==> config.mk <==
export PLATFORM = sky130hd
export DESIGN_NAME = systolic_2x2_sequencer
export DESIGN_NICKNAME = d
export VERILOG_FILES = /design/src/rtl/systolic_2x2_sequencer.sv
export SDC_FILE = /design/constraint.sdc
export NUM_CORES = 1
export LEC_CHECK = 0
export ABC_AREA = 1
export CAP_MARGIN = 15
export CORE_MARGIN = 4
export CORE_UTILIZATION = 42
export CTS_CLUSTER_DIAMETER = 150
export CTS_CLUSTER_SIZE = 24
export DETAILED_ROUTE_END_ITERATION = 12
export PLACE_DENSITY_LB_ADDON = 0.2
export SLEW_MARGIN = 10
export SYNTH_ARGS = -nofsm -noshare
export SYNTH_HDL_FRONTEND = slang
export SYNTH_SLANG_ARGS = --single-unit
==> constraint.sdc <==
create_clock -name clk -period 1.4 [get_ports clk]
set_clock_uncertainty 0.05 [all_clocks]
set_input_delay 0.21 -clock clk [delete_from_list [all_inputs] [get_ports clk]]
set_output_delay 0.21 -clock clk [all_outputs]
set_load 0.005 [all_outputs]
==> src/rtl/systolic_2x2_sequencer.sv <==
// Sequencer for the 2x2 systolic matrix unit: clears the PE accumulators, drives the skewed
// operand-select schedule, waits for drain, captures the four results and streams them out.
module systolic_2x2_sequencer #(
    parameter int DRAIN_CYCLES = 2,
    parameter int RES_WIDTH    = 16
) (
    input  logic                 clk,
    input  logic                 rst,
    input  logic                 start,
    input  logic                 transpose_in,
    input  logic                 relu_in,
    input  logic                 accumulate_in,
    output logic                 busy,
    output logic                 done,
    output logic                 clear,
    output logic                 data_valid,
    output logic [1:0]           a0_sel,
    output logic [1:0]           a1_sel,
    output logic [1:0]           b0_sel,
    output logic [1:0]           b1_sel,
    output logic                 transpose,
    output logic                 activation,
    input  logic [RES_WIDTH-1:0] c00,
    input  logic [RES_WIDTH-1:0] c01,
    input  logic [RES_WIDTH-1:0] c10,
    input  logic [RES_WIDTH-1:0] c11,
    output logic                 out_valid,
    input  logic                 out_ready,
    output logic [RES_WIDTH-1:0] out_data,
    output logic [1:0]           out_idx,
    output logic                 out_last
);

    localparam int CW = (DRAIN_CYCLES > 1) ? $clog2(DRAIN_CYCLES) : 1;

    typedef enum logic [2:0] {
        IDLE,
        CLEAR,
        FEED0,
        FEED1,
        FEED2,
        DRAIN,
        CAPTURE,
        SEND
    } state_t;

    state_t                 state;
    state_t                 next_state;
    logic [CW-1:0]          drain_cnt;
    logic                   accumulate_q;
    logic [RES_WIDTH-1:0]   cap00;
    logic [RES_WIDTH-1:0]   cap01;
    logic [RES_WIDTH-1:0]   cap10;
    logic [RES_WIDTH-1:0]   cap11;
    logic                   last_handshake;

    assign last_handshake = (state == SEND) && out_ready && (out_idx == 2'd3);

    always_ff @(posedge clk) begin
        if (rst) begin
            state        <= IDLE;
            drain_cnt    <= '0;
            accumulate_q <= 1'b0;
            transpose    <= 1'b0;
            activation   <= 1'b0;
            done         <= 1'b0;
            out_idx      <= 2'd0;
            cap00        <= '0;
            cap01        <= '0;
            cap10        <= '0;
            cap11        <= '0;
        end else begin
            state <= next_state;
            done  <= last_handshake;
            if (state == IDLE && start) begin
                transpose    <= transpose_in;
                activation   <= relu_in;
                accumulate_q <= accumulate_in;
            end
            if (state == DRAIN) begin
                drain_cnt <= drain_cnt + CW'(1);
            end else begin
                drain_cnt <= '0;
            end
            // Results are frozen here so later array activity cannot disturb the output stream.
            if (state == CAPTURE) begin
                cap00   <= c00;
                cap01   <= c01;
                cap10   <= c10;
                cap11   <= c11;
                out_idx <= 2'd0;
            end
            if (state == SEND && out_ready) begin
                out_idx <= out_idx + 2'd1;
            end
        end
    end

    always_comb begin
        next_state = state;
        clear      = 1'b0;
        data_valid = 1'b0;
        a0_sel     = 2'd2;
        a1_sel     = 2'd2;
        b0_sel     = 2'd2;
        b1_sel     = 2'd2;
        case (state)
            IDLE: begin
                if (start) begin
                    next_state = CLEAR;
                end
            end
            CLEAR: begin
                clear      = !accumulate_q;
                next_state = FEED0;
            end
            // Row 1 and column 1 lag by one beat to match the PE-to-PE register hop.
            FEED0: begin
                data_valid = 1'b1;
                a0_sel     = 2'd0;
                b0_sel     = 2'd0;
                next_state = FEED1;
            end
            FEED1: begin
                data_valid = 1'b1;
                a0_sel     = 2'd1;
                a1_sel     = 2'd0;
                b0_sel     = 2'd1;
                b1_sel     = 2'd0;
                next_state = FEED2;
            end
            FEED2: begin
                data_valid = 1'b1;
                a1_sel     = 2'd1;
                b1_sel     = 2'd1;
                next_state = DRAIN;
            end
            DRAIN: begin
                if (drain_cnt == CW'(DRAIN_CYCLES - 1)) begin
                    next_state = CAPTURE;
                end
            end
            CAPTURE: begin
                next_state = SEND;
            end
            SEND: begin
                if (last_handshake) begin
                    next_state = IDLE;
                end
            end
            default: begin
                next_state = IDLE;
            end
        endcase
    end

    assign busy      = (state != IDLE);
    assign out_valid = (state == SEND);
    assign out_last  = (state == SEND) && (out_idx == 2'd3);

    always_comb begin
        out_data = cap00;
        case (out_idx)
            2'd0: out_data = cap00;
            2'd1: out_data = cap01;
            2'd2: out_data = cap10;
            2'd3: out_data = cap11;
            default: out_data = cap00;
        endcase
    end

endmodule
# After elaboration in Yosys (flattened, before gate mapping)
# Index checks and enable logic that the tools add are counted.
# totals
reg_bits,74
inputBits,71
output_inout_bits,34
wordCells,50
# op_classes
add_sub_neg,2
n_eq_ne,13
n_mux,11
bitwise,1
n_reduce_logical,12
# op_table
operator,n
16-bit one-hot mux with 4 select lines,1
3-bit one-hot mux with 8 select lines,1
3-bit == test (second input constant),4
3-bit 2-to-1 mux,3
2-bit one-hot mux with 2 select lines,2
3-bit by 2-bit == test with 1-bit output (second input constant),2
2-bit == test (second input constant),2
1-bit logical AND,4
2-bit 2-to-1 mux,2
2-bit inequality test (second input constant),2
3-bit by 1-bit == test with 1-bit output (second input constant),1
3-bit zero test,1
3-bit AND reduction,1
3-bit nonzero test,1
3-bit OR reduction,1
2-bit by 1-bit adder with 2-bit output (second input constant),1
2-bit by 1-bit == test with 1-bit output (second input constant),1
2-bit zero test,1
1-bit 2-to-1 mux,2
2-bit by 1-bit inequality test with 1-bit output (second input constant),1
2-bit nonzero test,1
2-bit OR reduction,1
1-bit adder (second input constant),1
1-bit zero test,1
1-bit inverter,1

# Longest topological paths before layout
# Gate-level depths: netlist of the first run.
# logic_depth
depth_word,5
mapped_depth,7
depth_no_buf,7

# Least setup slack after synthesis of the first run
# No wires, ideal clock.
# synth_path
kind,flip-flop to output port
startpoint,register out_idx[1]
endpoint,output out_data[0]
arrival_ns,1.217
t_required_ns,1.140
path_slack_ns,-0.077
path_stages_with_launch,7
path_cell_list,dfxtp_1 > inv_1 > ha_1 > clkbuf_1 > buf_2 > nand2_1 > a32oi_1
# synth_between
elab_chain_cells,2
word_cells_on_any_way,5
# synth_lines
item,line,text
"start, declared",30,"output logic [1:0] out_idx,"
"start signal, assigned",94,out_idx <= out_idx + 2'd1;
2-bit == test (tied with other cells),163,case (out_idx)
16-bit one-hot mux with 4 select lines (*),163,
"end, declared",29,"output logic [RES_WIDTH-1:0] out_data,"
# Mark *: on every way between the ends. The rest lies on a longest branch, timed or not.

# Final worst setup path of the first run
# layout_path
startpoint,register out_idx[0]
endpoint,output out_data[3]
# The elaborated chain is that of the path after synthesis.

==> metrics.md, run 1 <==
| Metric | Value |
|---|---|
| Failing checks | `setup timing` |
| Detailed Place HPWL | `6550 um` |
| Post-synth net total | `502` |
| Critical-path maximum fanout | `16` |
| Commonest cells post-synth | `a21oi_1 (86), inv_1 (79), dfxtp_1 (74), nand2_1 (43), o21ai_0 (36)` |
| Worst-skew pair later-pin latency | `0.37 ns` |
| Post-Syn Area per Cell | `7.62 um2` |
| Buf/Inv on CP | `3` |
| Critical Path Start | `out_idx[0]` |
| Crit Path Class | `reg2out` |
| Worst r2r path cells | `8` |
| Async SR Flop Fraction | `0` |
| Total Wirelength | `15500 um` |
| Tmin final | `1.97 ns` |
| Core Util, Final | `0.845` |
| Peak supply drop | `0.000581 V` |
| First-pass GRT wire length | `17700 um` |
| Port bufs | `104` |
| Total leakage power | `2.39 nW` |
| Maximum root-to-sink buffer count | `2` |
| TritonCTS Buffers | `9` |
| Worst hold path type | `reg2reg` |
| Final hold slack | `0.403 ns` |
| Critical path's largest stage delay | `0.41 ns` |
| Overflow after GRT | `0` |
| Seq/Total Area, Yosys | `0.456` |
| CTS tree | `yes` |
| Total power | `5.18 mW` |
| Setup slack, reg-to-reg | `-0.18 ns` |
| CP Data Arrival Time | `1.71 ns` |
| Slowest-stage cell, CP | `dfxtp_4` |
| Post-synth EDFFs | `0` |
| NumNets Final | `652` |
| Top FF cell, synth | `dfxtp_1` |
| Crit. End Element | `output pin` |
| Worst r2r src | `state[1]` |
| Worst slack, placed | `-0.527 ns` |
| Max-Cap Viols | `0` |
| Cells after Synth | `427` |
| Worst Path Required | `1.14 ns` |
| Cell taking the most area after synthesis | `dfxtp_1` |
| Status | `finished with violations` |
| Placed Cells | `625` |
| Cell chain of the critical path | `inv_6 -> ha_4 -> buf_12 -> a21oi_1 -> a32oi_2 -> buf_2` |
| PD cells | `832 nW/um2` |
| Hold-fix buffer count after cts | `0` |
| Final Max Slew Viols | `0` |
| Die area | `9210 um2` |
| Setup-failing EPs final | `97` |
| Avg WL per Cell | `22.7 um` |
| Post-Syn Area | `3250 um2` |
| Cell Area, Placed | `4520 um2` |
| Initial antenna violation count | `0` |
| Vias | `3940` |
| Final hold vios | `0` |
| DRT iter0 DRCs | `233` |
| Worst Tran Pin Value | `0.514 ns` |
| Via/cell ratio | `5.79` |
| Std cell rows | `31` |
| Root Buffer Master | `clkbuf_8` |
| WP depth | `6` |
| Fin Setup TNS | `-16.54 ns` |
| Critical Path Source Type | `flip-flop` |
| Ports | `105` |
| Final GP Congestion | `0.861` |
| Post-route cell area | `6230 um2` |
| Chip Width | `96.0 um` |
| Synth Register Bits | `74` |
| Total core area | `7370 um2` |
| Cell family with most CP delay | `flip-flops` |
| Sink Count | `74` |
| Final Cycle Share | `1.41` |
| Unique masters post-synth | `20` |
| Finished Layout Cells | `681` |
| CTS clk-pin slew, worst paths | `0.08 ns` |
| Share of cells above drive strength 1 | `0.485` |
| End of the critical path | `out_data[3]` |
| Most frequent cell after synthesis | `a21oi_1` |
| Number of global-route vias before repair | `3544` |
| Share of the synthesized area in the top cell type | `0.456` |
| Worst rel slew slack | `0.657` |
| Area contributors post-synth | `dfxtp_1 (46%), a21oi_1 (13%), inv_1 (9.1%)` |
| Diode count | `0` |
| H-Tree Depth | `3` |
| Setup slack after layout | `-0.569 ns` |
| FMAX | `508 MHz` |
| R2R Path End | `cap10[0]` |
| GRT Total Usage | `0.256` |
| Die H | `96.0 um` |
| Antenna viol nets, final | `0` |
| Starting density of the core | `0.441` |
| Pre-antenna DRT Iters | `7` |
| Remaining DRCs | `0` |
| Yosys warns | `0` |
| Area Overhead vs Synth | `91.5%` |
| RSZ-0062 raised after global routing | `yes` |
| Worst Hold Path Cells | `2` |
| Largest net degree at the start of global routing | `72` |
## worst min-delay path: stages (launching register included)
cell and delay (ns):
dfxtp_1 0.32, inv_1 0.05, a21oi_1 0.05
## placed cells by master (no fill, tap or decap), types with 2 or more instances in the layout
cell             Yosys  routed
buf_12               0      16
buf_16               0       6
nor2_2               0       4
nor2_4               0       4
inv_1               79      74
a32oi_2              0      14
clkdlybuf4s50_1      0      70
nand2_2              0       9
bufinv_16            0       3
ha_4                 0       3
o21ai_1             34       6
o21ai_0             36       3
o21ai_2              0      49
nand2_4              0       9
nand3_4              0       7
dlygate4sd2_1        0       4
clkinvlp_4           0       3
buf_2                5      24
a21oi_2              2      46
dfxtp_4              0       5
inv_4                0       2
a21oi_1             86      42
clkbuf_16            0       6
dfxtp_1             74      69
o21ai_4              0      12
buf_4                4      20
clkbuf_8             0       9
nor2_1              11       3
buf_6               11      22
nand2_1             43      25
## metal layers
| metal | global-route usage | vias to the layer above | wire [um] |
|---|---|---|---|
| met4 | 0.129 | 0 | 1190 |
| li1 | - | 1707 | - |
| met3 | 0.0532 | 101 | 1220 |
| met2 | 0.454 | 281 | 7860 |
| met1 | 0.288 | 1851 | 5220 |
| met5 | 0 | - | 0 |
## cell families (layout without fill, tap and decap cells)
logic type	Yosys count	after routing	share of synthesized area
and+or+nand+nor	61	63	0.0766
AOI/OAI and AO/OA	174	174	0.289
buffers and inverters	114	267	0.164
adders and majority gates	4	4	0.0154
DFF	74	74	0.456
## cell type report
| cell class | instances | area (um2) |
|---|---|---|
| inverters | 80 | 323 |
| repair buffers | 171 | 1920 |
| clock inverters | 7 | 118 |
| fillers | 365 | 1140 |
| flip-flops and latches | 74 | 1500 |
| well taps | 99 | 124 |
| multi-input cells | 241 | 2120 |
| clock buffers | 9 | 124 |
## report_power, final
part           internal, mW  switching (mW)
logic                 0.502           0.432
clock network          1.18           0.900
registers              2.14          0.0292
## how the worst min path moves through the flow
stage	start	end	slack (ns)
3_5_place_dp	cap01[2]	cap01[2]	0.39
4_1_cts	cap01[0]	cap01[0]	0.40
5_1_grt	c01[6]	cap01[6]	0.41
3_3_place_gp	cap10[13]	cap10[13]	0.38
6_report	cap01[15]	cap01[15]	0.40
2_1_floorplan	rst	out_idx[1]	0.22
## timing repair
action,CTS,global route
setup buffers,16,13
gates cloned,10,6
endpoints found under the setup margin,39,100
resized for setup,235,171
pin swaps,29,44
## sequential cells by signal (all words and copies together), names as in the netlist
name,count
cap01,16
out_idx,2
transpose,1
activation,1
done,1
cap11,16
state,3
cap10,16
drain_cnt,1
accumulate_q,1
cap00,16
Note: power is estimated with default switching activity, not from simulation.
==> run 2, diff against run 1 <==
SKIP_LAST_GASP = 1   (was not set)
clock period = 1.7 ns   (was 1.4 ns; I/O delays follow)
==> run 2 against run 1 <==
The run still ends with setup timing left. Highest routed layer unchanged. Via count shrank 17%. Register-to-register slack improved by 0.34 ns. Sequential power shrank 17%. Combinational power fell by 55%. Critical path depth did not move. Die area stayed put. Worst hold slack got worse by 0.0059 ns.
==> metrics.md, run 2 (same netlist as run 1, synthesis figures left out) <==
| Metric | Value |
|---|---|
| Share of cells above drive strength 1 | `0.215 (-0.269)` |
| Pre-antenna DRT Iters | `4 (-3)` |
| Worst-skew pair later-pin latency | `0.35 ns (-0.02 ns)` |
| Worst Path Required | `1.39 ns (+0.25 ns)` |
| Final Cycle Share | `1.11` |
| CTS clk-pin slew, worst paths | `0.07 ns (about the same)` |
| Worst rel slew slack | `0.807 (+0.150)` |
| Die H | `96.0 um (unchanged)` |
| Vias | `3258 (-17%)` |
| Cell Area, Placed | `4430 um2 (-2.0%)` |
| Area Overhead vs Synth | `56.3%` |
| Final GP Congestion | `0.870 (+1.0%)` |
| Overflow after GRT | `0 (unchanged)` |
| Crit. End Element | `output pin` |
| Status | `finished with violations` |
| Total core area | `7370 um2 (unchanged)` |
| Core Util, Final | `0.689 (-0.155)` |
| Setup-failing EPs final | `17 (-82%)` |
| Cell chain of the critical path | `ha_4 -> buf_12 -> buf_16 -> a21oi_2 -> a32oi_1 -> buf_2` |
| GRT Total Usage | `0.223 (-0.0336)` |
| Worst slack, placed | `-0.275 ns (+0.252 ns)` |
| Failing checks | `setup timing` |
| Buf/Inv on CP | `3 (unchanged)` |
| Final hold slack | `0.397 ns (-0.00590 ns)` |
| Post-route cell area | `5080 um2 (-18%)` |
| Via/cell ratio | `5.07 (-12%)` |
| Ports | `105 (unchanged)` |
| Worst Tran Pin Value | `0.287 ns (-0.227 ns)` |
| TritonCTS Buffers | `9 (unchanged)` |
| NumNets Final | `614 (-5.8%)` |
| RSZ-0062 raised after global routing | `yes` |
| Root Buffer Master | `clkbuf_8` |
| Detailed Place HPWL | `6380 um (-2.6%)` |
| Critical Path Source Type | `flip-flop` |
| Port bufs | `104 (unchanged)` |
| Antenna viol nets, final | `0 (unchanged)` |
| FMAX | `529 MHz` |
| Tmin final | `1.89 ns` |
| Die area | `9210 um2 (unchanged)` |
| Sink Count | `74 (unchanged)` |
| Chip Width | `96.0 um (unchanged)` |
| Remaining DRCs | `0 (unchanged)` |
| Total leakage power | `1.95 nW (-18%)` |
| Initial antenna violation count | `0 (unchanged)` |
| Cell family with most CP delay | `flip-flops` |
| Setup slack after layout | `-0.189 ns (+0.381 ns)` |
| Starting density of the core | `0.441 (unchanged)` |
| Diode count | `0 (unchanged)` |
| Largest net degree at the start of global routing | `72 (unchanged)` |
| Final Max Slew Viols | `0 (unchanged)` |
| PD cells | `769 nW/um2 (-7.5%)` |
| Total power | `3.91 mW (-25%)` |
| Max-Cap Viols | `0 (unchanged)` |
| Final hold vios | `0 (unchanged)` |
| Std cell rows | `31 (unchanged)` |
| Hold-fix buffer count after cts | `0 (unchanged)` |
| Maximum root-to-sink buffer count | `2 (unchanged)` |
| Number of global-route vias before repair | `3211 (-9.4%)` |
| Slowest-stage cell, CP | `dfxtp_4` |
| Crit Path Class | `reg2out` |
| H-Tree Depth | `3 (unchanged)` |
| First-pass GRT wire length | `15500 um (-13%)` |
| Most frequent cells in the layout | `inv_1 (74), a21oi_1 (74), clkdlybuf4s50_1 (73)` |
| CP Data Arrival Time | `1.58 ns (-0.13 ns)` |
| Critical-path maximum fanout | `9 (-7)` |
| CTS tree | `yes` |
| Avg WL per Cell | `15.8 um (-31%)` |
| DRT iter0 DRCs | `149 (-36%)` |
| Worst hold path type | `reg2reg` |
| Total Wirelength | `10100 um (-35%)` |
| Critical path's largest stage delay | `0.40 ns (about the same)` |
| Peak supply drop | `0.000435 V (-25%)` |
-- run 2: metal layers --
metal / wire length [um] / global-route usage / share of wire
met4: 299 / 0.0900 / 0.030
met1: 3830 / 0.247 / 0.38
met3: 824 / 0.0649 / 0.081
met5: 0 / 0 / 0
met2: 5180 / 0.396 / 0.51
-- run 2: what timing repair did --
action,in CTS,in global routing
buffers inserted,2,3
gates resized for setup,130,28
pin swaps,10,15
endpoints found under the setup margin,30,22
cloned,4,2
-- run 2: path summary, 6_finish.rpt --
path              startpoint           end  slack (ns)  cells past startpoint
setup / recovery  out_idx[1]  out_data[10]       -0.19                      6
hold / removal     transpose     transpose        0.40                      2
setup reg to reg    state[1]      cap11[9]        0.16                      5
hold reg to reg    transpose     transpose        0.40                      2
-- run 2: power by group --
part	total, mW	leakage (nW)	switching, mW	internal (mW)
Sequential	1.79	0.601	0.0325	1.76
Clock	1.70	0.129	0.649	1.05
Combinational	0.417	1.22	0.166	0.251
Total	3.91	1.95	0.847	3.06
-- run 2: worst reg2reg max path, cell delays in order, from the launching register on --
cell and delay [ns]:
dfxtp_4 0.40, buf_4 0.16, nand3_4 0.23, buf_4 0.30
buf_4 0.17, a21oi_1 0.16
-- run 2: area by class of cell --
type                            count  area (um2)
Multi-Input combinational cell    239        1500
Tap cell                           99         124
Timing Repair Buffer              135        1400
Inverter                           80         305
Fill cell                         573        2290
Sequential cell                    74        1500
Clock inverter                      5         100
Clock buffer                       11         151
-- run 2: through the flow --
step	std cells	setup TNS, ns
5_1_grt	643	-3.97
4_1_cts	638	-3.24
3_3_place_gp	616	-2.93
6_report	643	-2.83
2_1_floorplan	427	0
3_5_place_dp	616	-3.83
==> run 3, diff against run 2 <==
CAP_MARGIN = 10   (was 15)
==> results of run 3 <==
The final DEF is identical to that of run 2; final timing and power are the same.
==> edit, RTL diff (settings of run 3) <==
Re-encode `state_t` (8 states) as one-hot, 8 bits wide.
--- a/src/rtl/systolic_2x2_sequencer.sv
+++ b/src/rtl/systolic_2x2_sequencer.sv
@@ -33,15 +33,15 @@
 
     localparam int CW = (DRAIN_CYCLES > 1) ? $clog2(DRAIN_CYCLES) : 1;
 
-    typedef enum logic [2:0] {
-        IDLE,
-        CLEAR,
-        FEED0,
-        FEED1,
-        FEED2,
-        DRAIN,
-        CAPTURE,
-        SEND
+    typedef enum logic [7:0] {
+        IDLE    = 8'b00000001,
+        CLEAR   = 8'b00000010,
+        FEED0   = 8'b00000100,
+        FEED1   = 8'b00001000,
+        FEED2   = 8'b00010000,
+        DRAIN   = 8'b00100000,
+        CAPTURE = 8'b01000000,
+        SEND    = 8'b10000000
     } state_t;
 
     state_t                 state;
Check against the original RTL: same outputs for any inputs over 10 cycles, from zero or initial values and one cycle with rst high; not proved beyond that.
==> edit against run 3 <==
- the run still ends with negative setup slack left
- sequential cell count up 5
- area after synthesis up 4.3%
- final area increased by 4.2%
- wire length is 11% higher
- maximum frequency fell by 3.0%
- core utilization fell by 1.1 points
- worst setup slack got worse by 0.059 ns
- total power is 3.5% lower
- via count increased by 12%
==> edit: results (changes against run 3) <==
| Quantity | This run | Unit | vs run 3 |
|---|---|---|---|
| Placed wire-length estimate after detailed placement | 6750 | um | was 6380 um |
| Instance area at placement | 4630 | um^2 | was 4430 um^2 |
| Share of final-layout standard cells stronger than drive strength 1 | 0.250 | - | was 0.215 |
| Arr. time, crit path | 1.64 | ns | was 1.58 ns |
| PnR worst setup slack | -0.248 | ns | was -0.189 ns |
| Cell depth of the worst flop-to-flop path | 8 | - | was 5 |
| Violated checks | negative setup slack | - | unchanged |
| Met2 wire len | 5750 | um | was 5180 um |
| Final setup vio count | 19 | - | was 17 |
| Iter 0 DRT Violations | 182 | - | was 149 |
| Net Count, Synth | 548 | - | was 502 |
| Tot GR Track Use | 0.214 | - | was 0.223 |
| Slew margin rel. | 0.807 | - | about the same |
| Total routed wire length on the met1 layer | 4480 | um | was 3830 um |
| Number of global-route vias before repair | 3,497 | - | was 3,211 |
| Critical path peak fanout | 12 | - | was 9 |
| Leakage power summed over all cells | 2.29 | nW | was 1.95 nW |
| Compound-cell area share of the yosys netlist | 0.198 | - | was 0.289 |
| Multi-input gate area in the final layout | 1790 | um^2 | was 1500 um^2 |
| Post-synthesis adder-cell area fraction | 0.0147 | - | was 0.0154 |
| Sequential element share of the synthesized area | 0.466 | - | was 0.456 |
| Vias after detailed routing | 3,650 | - | was 3,258 |
| Router iterations before antenna repair | 5 | - | was 4 |
| Unique cell type count in the Yosys netlist | 22 | - | was 20 |
| Largest cells by area after synthesis | sky130_fd_sc_hd__dfxtp_1 (47%), sky130_fd_sc_hd__nor2_1 (14%), sky130_fd_sc_hd__o21ai_0 (8.0%) | - | was sky130_fd_sc_hd__dfxtp_1 (46%), sky130_fd_sc_hd__a21oi_1 (13%), sky130_fd_sc_hd__inv_1 (9.1%) |
| WL final | 11,200 | um | was 10,100 um |
| Worst IR Drop VDD | 0.511 | mV | was 0.435 mV |
| Final Wtd Congestion | 0.862 | - | was 0.870 |
| Max Root-Sink Buffers | 2 | - | unchanged |
| Worst-case hold path end point | cap00[9]$_SDFFE_PP0P_ | - | was transpose$_SDFFE_PP0P_ |
| R2R setup slack | 0.08 | ns | was 0.16 ns |
| Commonest cells in the netlist | sky130_fd_sc_hd__nor2_1 (123), sky130_fd_sc_hd__dfxtp_1 (79), sky130_fd_sc_hd__o21ai_0 (54) | - | was sky130_fd_sc_hd__a21oi_1 (86), sky130_fd_sc_hd__inv_1 (79), sky130_fd_sc_hd__dfxtp_1 (74) |
| End of the worst register-to-register path | cap00[10]$_SDFFE_PP0P_ | - | was cap11[9]$_SDFFE_PP0P_ |
| Final Hold Slack | 0.411 | ns | was 0.397 ns |
| Outcome | finished with violations | - | unchanged |
| Number of inserted filler cells in the final layout | 646 | - | was 573 |
-- edit: cell count changes in the layout (fill, tap and decap cells not counted), sizes merged, moves of 8 or more --
cell | run 3 | this run
nor2 | 11 | 128
a21oi | 88 | 37
inv | 79 | 43
buf | 46 | 58
dlygate4sd2 | 11 | 0
nand2 | 43 | 51
-- edit: layout make-up --
type | count | area share
repair buffers | 142 | 0.266
well taps | 102 | 0.0241
flip-flops and latches | 79 | 0.303
inverters | 43 | 0.0314
clock buffers | 10 | 0.0241
clock inverters | 4 | 0.0137
multi-input cells | 317 | 0.338
-- edit: where the power goes --
part | total, W | internal [W] | switching (W)
registers | 0.00189 | 0.00187 | 0.0000171
clock network | 0.00146 | 0.000809 | 0.000654
logic | 0.000421 | 0.000248 | 0.000173
total | 0.00377 | 0.00293 | 0.000844
-- edit: worst max path at each step --
stage                   to               startpoint  depth (start not counted)  slack (ns)
4_1_cts        out_data[0]  out_idx[0]$_SDFFE_PP0P_                          6       -0.21
3_5_place_dp   out_data[0]  out_idx[0]$_SDFFE_PP0P_                          6       -0.31
5_1_grt        out_data[0]  out_idx[0]$_SDFFE_PP0P_                          6       -0.27
3_3_place_gp   out_data[8]  out_idx[1]$_SDFFE_PP0P_                          6       -0.26
6_report       out_data[2]  out_idx[0]$_SDFFE_PP0P_                          6       -0.25
2_1_floorplan  out_data[0]  out_idx[0]$_SDFFE_PP0P_                          6        0.06
-- edit: layer usage --
metal,vias up,GRT usage
met2,152,0.382
li1,1761,-
met3,31,0.0529
met5,-,0
met1,1706,0.253
met4,0,0.0650
-- edit: metrics by stage --
step | std cells | worst slack, ns
floorplan | 473 | 0.0573
global placement | 665 | -0.263
detailed placement | 665 | -0.308
CTS | 690 | -0.209
global route | 697 | -0.272
finish | 697 | -0.248
-- edit: timing repair --
action                     CTS  global route
pin swaps                   14            17
resized for setup          161            54
setup endpoints to repair   30            64
cloned                       2             3
buffers inserted             9             5
-- edit: logic make-up after synthesis --
logic type | after synthesis
AOI/OAI and AO/OA | 122
adders and majority gates | 4
buffers and inverters | 77
DFF | 79
and+or+nand+nor | 191
-- edit: critical path, stage by stage (launching register included) --
cell,delay [ns]
sky130_fd_sc_hd__dfxtp_4,0.36
sky130_fd_sc_hd__buf_4,0.14
sky130_fd_sc_hd__ha_4,0.17
sky130_fd_sc_hd__buf_12,0.15
sky130_fd_sc_hd__a21oi_1,0.18
sky130_fd_sc_hd__a32oi_1,0.14
sky130_fd_sc_hd__buf_2,0.16
